**config.mk**
```make
export PLATFORM = sky130hd
export DESIGN_NAME = pipe_skid_reg
export DESIGN_NICKNAME = d
export VERILOG_FILES = /design/src/rtl/pipe_pkg.sv /design/src/rtl/pipe_skid_reg.sv
export SDC_FILE = /design/constraint.sdc
export NUM_CORES = 1
export LEC_CHECK = 0
export CAP_MARGIN = 30
export CORE_ASPECT_RATIO = 0.5
export CORE_MARGIN = 1
export CORE_UTILIZATION = 44
export CTS_CLUSTER_SIZE = 30
export DETAILED_ROUTE_END_ITERATION = 16
export DONT_BUFFER_PORTS = 1
export PLACE_DENSITY = 0.58
export SYNTH_ARGS = -nofsm -noshare
export SYNTH_HDL_FRONTEND = slang
export SYNTH_SLANG_ARGS = --single-unit
```
**constraint.sdc**
```tcl
create_clock -name clk -period 1.9 [get_ports clk]
set_input_delay 0.19 -clock clk [delete_from_list [all_inputs] [get_ports clk]]
set_output_delay 0.19 -clock clk [all_outputs]
set_load 0.1 [all_outputs]
```
**src/rtl/pipe_pkg.sv**
```systemverilog
// Shared definitions for pipeline stage registers: skid-stage states and MEM/WB payload layout.
// Latency: n/a (types and constants only).
// Backpressure: n/a.
package pipe_pkg;

    // MEM/WB bundle: {flags[7:0], aluCtl[3:0], ir[31:0], b[31:0], result[31:0], dest[4:0]}
    localparam int PAYLOAD_W  = 113;

    localparam int DEST_LSB   = 0;
    localparam int DEST_W     = 5;
    localparam int RESULT_LSB = DEST_LSB + DEST_W;      // 5
    localparam int RESULT_W   = 32;
    localparam int B_LSB      = RESULT_LSB + RESULT_W;  // 37
    localparam int B_W        = 32;
    localparam int IR_LSB     = B_LSB + B_W;            // 69
    localparam int IR_W       = 32;
    localparam int ALUCTL_LSB = IR_LSB + IR_W;          // 101
    localparam int ALUCTL_W   = 4;
    localparam int FLAGS_LSB  = ALUCTL_LSB + ALUCTL_W;  // 105
    localparam int FLAGS_W    = 8;

    // EMPTY: nothing held; ONE: main valid; TWO: main and skid valid
    typedef enum logic [1:0] {
        EMPTY = 2'd0,
        ONE   = 2'd1,
        TWO   = 2'd2
    } skidState_t;

endpackage

```
**src/rtl/pipe_skid_reg.sv**
```systemverilog
// Pipeline stage register with optional skid entry, flush squash and saturating stall counter.
// Latency: one cycle from accept to out_valid when empty.
// Backpressure: SKID=1 registers in_ready (low only when both entries full); SKID=0 in_ready = !out_valid || out_ready.
//
// Ports: clk/rst (sync, active-high); in_valid/in_ready/in_data upstream; out_valid/out_ready/out_data
// downstream; flush drops all held entries; stall_cnt counts cycles with out_valid && !out_ready.
module pipe_skid_reg
    import pipe_pkg::*;
#(
    parameter int             W         = PAYLOAD_W,
    parameter bit             SKID      = 1'b1,
    parameter logic [W-1:0]   RESET_VAL = '0,
    parameter int             CNT_W     = 16
) (
    input  logic             clk,
    input  logic             rst,
    input  logic             in_valid,
    output logic             in_ready,
    input  logic [W-1:0]     in_data,
    output logic             out_valid,
    input  logic             out_ready,
    output logic [W-1:0]     out_data,
    input  logic             flush,
    output logic [CNT_W-1:0] stall_cnt
);

    // Stall counter: saturates, only rst clears it (flush deliberately leaves history intact).
    logic [CNT_W-1:0] stallCnt;

    always_ff @(posedge clk) begin
        if (rst) begin
            stallCnt <= '0;
        end else if (out_valid && !out_ready && (stallCnt != {CNT_W{1'b1}})) begin
            stallCnt <= stallCnt + CNT_W'(1);
        end
    end

    assign stall_cnt = stallCnt;

    generate
        if (SKID) begin : gSkid
            skidState_t     state;
            skidState_t     stateNext;
            logic [W-1:0]   mainQ;
            logic [W-1:0]   skidQ;
            logic           inReadyQ;
            logic           accept;
            logic           emit;
            logic           loadMainIn;
            logic           loadMainSkid;
            logic           loadSkid;

            assign accept = in_valid && inReadyQ;
            assign emit   = (state != EMPTY) && out_ready;

            always_comb begin
                stateNext    = state;
                loadMainIn   = 1'b0;
                loadMainSkid = 1'b0;
                loadSkid     = 1'b0;
                if (flush) begin
                    // Squash wins: anything accepted this cycle is dropped with the rest.
                    stateNext = EMPTY;
                end else begin
                    case (state)
                        EMPTY: begin
                            if (accept) begin
                                stateNext  = ONE;
                                loadMainIn = 1'b1;
                            end
                        end
                        ONE: begin
                            if (accept && emit) begin
                                loadMainIn = 1'b1;
                            end else if (accept) begin
                                stateNext = TWO;
                                loadSkid  = 1'b1;
                            end else if (emit) begin
                                stateNext = EMPTY;
                            end
                        end
                        TWO: begin
                            // in_ready is low here, so no accept can coincide with the refill.
                            if (emit) begin
                                stateNext    = ONE;
                                loadMainSkid = 1'b1;
                            end
                        end
                        default: stateNext = EMPTY;
                    endcase
                end
            end

            always_ff @(posedge clk) begin
                if (rst) begin
                    state    <= EMPTY;
                    inReadyQ <= 1'b1;
                end else begin
                    state    <= stateNext;
                    // Registered from next state: breaks the out_ready -> in_ready path.
                    inReadyQ <= (stateNext != TWO);
                end
            end

            always_ff @(posedge clk) begin
                if (rst) begin
                    mainQ <= RESET_VAL;
                    skidQ <= RESET_VAL;
                end else begin
                    if (loadMainIn) begin
                        mainQ <= in_data;
                    end else if (loadMainSkid) begin
                        mainQ <= skidQ;
                    end
                    if (loadSkid) begin
                        skidQ <= in_data;
                    end
                end
            end

            assign in_ready  = inReadyQ;
            assign out_valid = (state != EMPTY);
            assign out_data  = mainQ;
        end else begin : gSingle
            logic           validQ;
            logic [W-1:0]   mainQ;
            logic           readyComb;
            logic           accept;

            assign readyComb = !validQ || out_ready;
            assign accept    = in_valid && readyComb;

            always_ff @(posedge clk) begin
                if (rst) begin
                    validQ <= 1'b0;
                    mainQ  <= RESET_VAL;
                end else if (flush) begin
                    validQ <= 1'b0;
                end else if (accept) begin
                    validQ <= 1'b1;
                    mainQ  <= in_data;
                end else if (validQ && out_ready) begin
                    validQ <= 1'b0;
                end
            end

            assign in_ready  = readyComb;
            assign out_valid = validQ;
            assign out_data  = mainQ;
        end
    endgenerate

endmodule
```
==> key figures <==
Run status
  • Status: finished with violations
  • Violated checks: negative hold slack

Timing
  • Worst Setup Slack, final: between 0.07 and 0.08 ns
  • Total count of hold-check failures in the final report: around 210
  • Max-slew violation total from the final report: 0
  • Final period util: between 90% and 100%
  • Worst max-slew margin expressed relative to the limit: 61.72%
  • Post-layout minimum cycle time: approximately 1.8 ns
  • Clock skew: just over 0.007 ns
  • Slew of the pin with the lowest slew margin: approximately 0.57 ns
  • Number of endpoints failing setup at the final stage: 0
  • Worst hold slack: -0.2351 ns
  • Fmax: 0.5492 GHz
  • RSZ-0062 raised after global routing: false

GRT
  • Global-route wire length before repair: 43280 µm
  • GRT Util Overall: about a quarter
  • Largest net degree at the start of global routing: 248
  • Via count of the first global-routing pass: 8463
  • Global route total overflow: 0
  • Antenna violations before repair: 0

Worst setup path
  • Top fanout value on the critical path: ~110
  • Endpoint of the lowest-slack register-to-register path: out_data[46]
  • Number of cells on the worst reg-to-reg path: 4
  • Crit path depth: 4
  • Timing startpoint of the critical path: gSkid.state[1]
  • Required time at the endpoint of the critical path: around 2.3 ns
  • Slowest stage cell, crit path: or4b_4
  • Destination of the critical timing path: out_data[46]
  • Arrival time at the worst endpoint: 2.22 ns
  • Cell class contributing the biggest share of worst-path delay: simple AND/OR/NAND/NOR gates
  • Category of the worst setup path launch point: register
  • Delay of the slowest cell on the worst path: 0.56 ns
  • Setup CP Type: register to register
  • Worst-case register-to-register setup slack: approximately 0.08 ns
  • Ordered list of cells on the worst path: buf_4 -> or4b_4 -> buf_12 -> a311oi_1
  • Crit path capture type: register
  • Origin of the critical flop-to-flop path: gSkid.state[1]
  • Count of buffering cells on the critical path with inverters included: 2

Final layout
  • Area used by multi-input combinational logic: between 4000 and 5000 µm²
  • Number of nets in the finished design: 1514
  • End-of-flow core utilization: 60.01%
  • Filler cell count: approximately 1900
  • FF/Latch Area: about 5000 µm²
  • Antenna diode count: 0
  • Fraction of final layout cells with drive strength greater than 1: about 15%
  • Relative area change from synthesis to final layout: 30.42%

Yosys
  • Synth area leader: dfxtp_1
  • Number of synthesized flops with an enable pin: 0
  • Post-Syn Area per Cell: slightly below 8 µm²
  • Area share of the largest cell type after synthesis: 50.72%
  • Distinct cell type count of the synthesized netlist: 45
  • Top flip-flop cell by instance count after synthesis: dfxtp_1
  • Flop and latch count out of synthesis: approximately 250
  • Post-synthesis instance area: 9671 µm²
  • Seq/Total Area, Yosys: between 50% and 60%
  • Fraction of synthesis flops using an asynchronous set or reset pin: 0%
  • Post-Synthesis Cells: about 1200
  • YS warnings: 0
  • Largest cells by area after synthesis: dfxtp_1 (51%), nand2_1 (18%), a311oi_1 (10%)
  • Syn Nets: about 1400

Detailed routing
  • Residual antenna-violating net count after detailed routing: 0
  • Via count normalized by instance count: 5.376
  • Number of vias after detailed routing: approximately 9000
  • Post-detailed-routing wire length: around 28000 µm
  • Pre-Repair DR Iteration Count: 5
  • DRC violations left: 0
  • Average wire per cell in the routed design: 16.47 µm
  • First DRT Iteration DRCs: around 790

Power
  • Power density relative to cell area: 962.5 nW/µm²
  • Peak supply drop: just under 0.0006 V
  • Leakage dissipation: 4.522 nW

Floorplanning
  • Height of the chip: 106.8 µm
  • Std cell rows: 37
  • Initial Utilization: 46.01%
  • Die area: 22610 µm²
  • X dimension of the die: 211.7 µm
  • Core region area: 21020 µm²
  • I/O pins: 249

Placement
  • Final weighted congestion in routability-driven placement: around 0.81
  • Post-Place Setup Slack: 0.07610 ns
  • Count of input and output buffers: 0
  • Detail Placement HPWL: around 16000 µm

Clocking
  • CTS clk-pin slew, worst paths: roughly 0.070 ns
  • CTS tree: built
  • Max Buffers Root-to-Sink: 3
  • Depth of the CTS H-tree: 1
  • Cts bufs inserted: 22
  • Worst-skew pair later-pin latency: 0.51 ns
  • Clock net sink count: ~250
  • Clock tree root buffer cell: clkbuf_16

Flow run
  • Total of max-cap violations: 0

Min path
  • Class of the tightest hold or removal check: input port to register
## cells in the mapped netlist (3+ instances only)
cell and count:
a21oi_1 125, a311oi_1 113, buf_1 3, buf_2 26, clkbuf_1 73, dfxtp_1 245
inv_1 3, nand2_1 457, nand3_1 9, nor2_1 117, nor4_1 4, o21ai_0 5
o31ai_1 6, or3_1 6, or4_1 6
## report_power, final
part           internal [mW]  switching [mW]  total [mW]
clock network           2.71            1.93        4.64
logic                  0.491            1.61        2.10
registers               5.30          0.0938        5.40
total                   8.50            3.64        12.1
## area by class of cell
type,count,area share (%)
Clock buffer,36,5.685
Tap cell,292,2.897
Sequential cell,245,39.40
Timing Repair Buffer,239,17.17
Multi-Input combinational cell,884,34.47
Inverter,3,0.08929
Clock inverter,2,0.2778
## layer usage
layer / GRT usage (%) / wire, µm / vias to the layer above
met1: 31.07 / 12650 / 4324
met4: 6.056 / 507 / 0
met5: 0 / 0 / -
met3: 6.356 / 2008 / 37
li1: - / - / 4518
met2: 37.48 / 12840 / 266
## cell usage in the layout, fill, tap and decap left out, types with 2 or more instances in the layout
master           n
dlygate4sd3_1   92
mux2_2           2
o31ai_1          6
nor2b_1          2
nor4_1           4
o21ai_0          5
a311oi_1       113
nand3_1          9
or4_4            2
or2_2            2
nand2_1        456
buf_12           9
or4_1            5
nor3b_1          2
nor2_1         117
nor3_1           2
nand4_1          2
dfxtp_4         17
clkbuf_8         5
o21bai_1         2
clkbuf_16       26
inv_1            3
clkbuf_1         6
or4_2            2
or3_1            5
dfxtp_1        227
a21oi_1        125
buf_4          135
## cells by family after synthesis
kind of cell | after synthesis | synth area share [%]
compound gates | 257 | 18.10
simple gates | 623 | 25.89
flops | 245 | 50.72
mux | 2 | 0.2329
buf+inv | 109 | 4.839
fa+ha+maj | 1 | 0.1294
xor+xnor | 1 | 0.09058
## worst min path at each step
stage | startpoint | end | cells past startpoint
after global placement | rst | stall_cnt[10] | 1
after global routing | rst | stall_cnt[10] | 1
after detailed placement | rst | stall_cnt[15] | 1
after CTS | rst | stall_cnt[15] | 1
final | rst | stall_cnt[9] | 1
after floorplan | flush | gSkid.state[1] | 1
## worst register-to-register path, cell delays in order, from the launching register on
cell      delay [ns]
dfxtp_1         0.31
buf_4           0.16
or4b_4          0.56
buf_12          0.25
a311oi_1        0.44
## registers in the layout, indices dropped and copies added, names as in the netlist
| signal | flops |
|---|---|
| gSkid.skidQ | 113 |
| stall_cnt | 16 |
| gSkid.state | 2 |
| in_ready | 1 |
| out_data | 113 |
## stage by stage
| step | setup TNS (ns) | area [µm²] | total power [mW] | hold WS, ns | std cells |
|---|---|---|---|---|---|
| global route | 0 | 12610 | 12.59 | -0.2678 | 1701 |
| finish | 0 | 12610 | 12.14 | -0.2351 | 1701 |
| floorplan | -0.03537 | 9758 | 7.130 | 0.2681 | 1238 |
| CTS | 0 | 12150 | 12.19 | -0.2774 | 1656 |
| global placement | 0 | 10890 | 7.404 | 0.2686 | 1568 |
| detailed placement | 0 | 10890 | 7.429 | 0.2696 | 1568 |
## repair_timing
| action | CTS | global route |
|---|---|---|
| endpoints found under the hold margin | 245 | 240 |
| resized for setup | 0 | 5 |
| setup endpoints to repair | 0 | 8 |
| hold buffers | 50 | 42 |
| buffers inserted | 0 | 1 |
No activity file was read; power rests on OpenSTA's default activity.
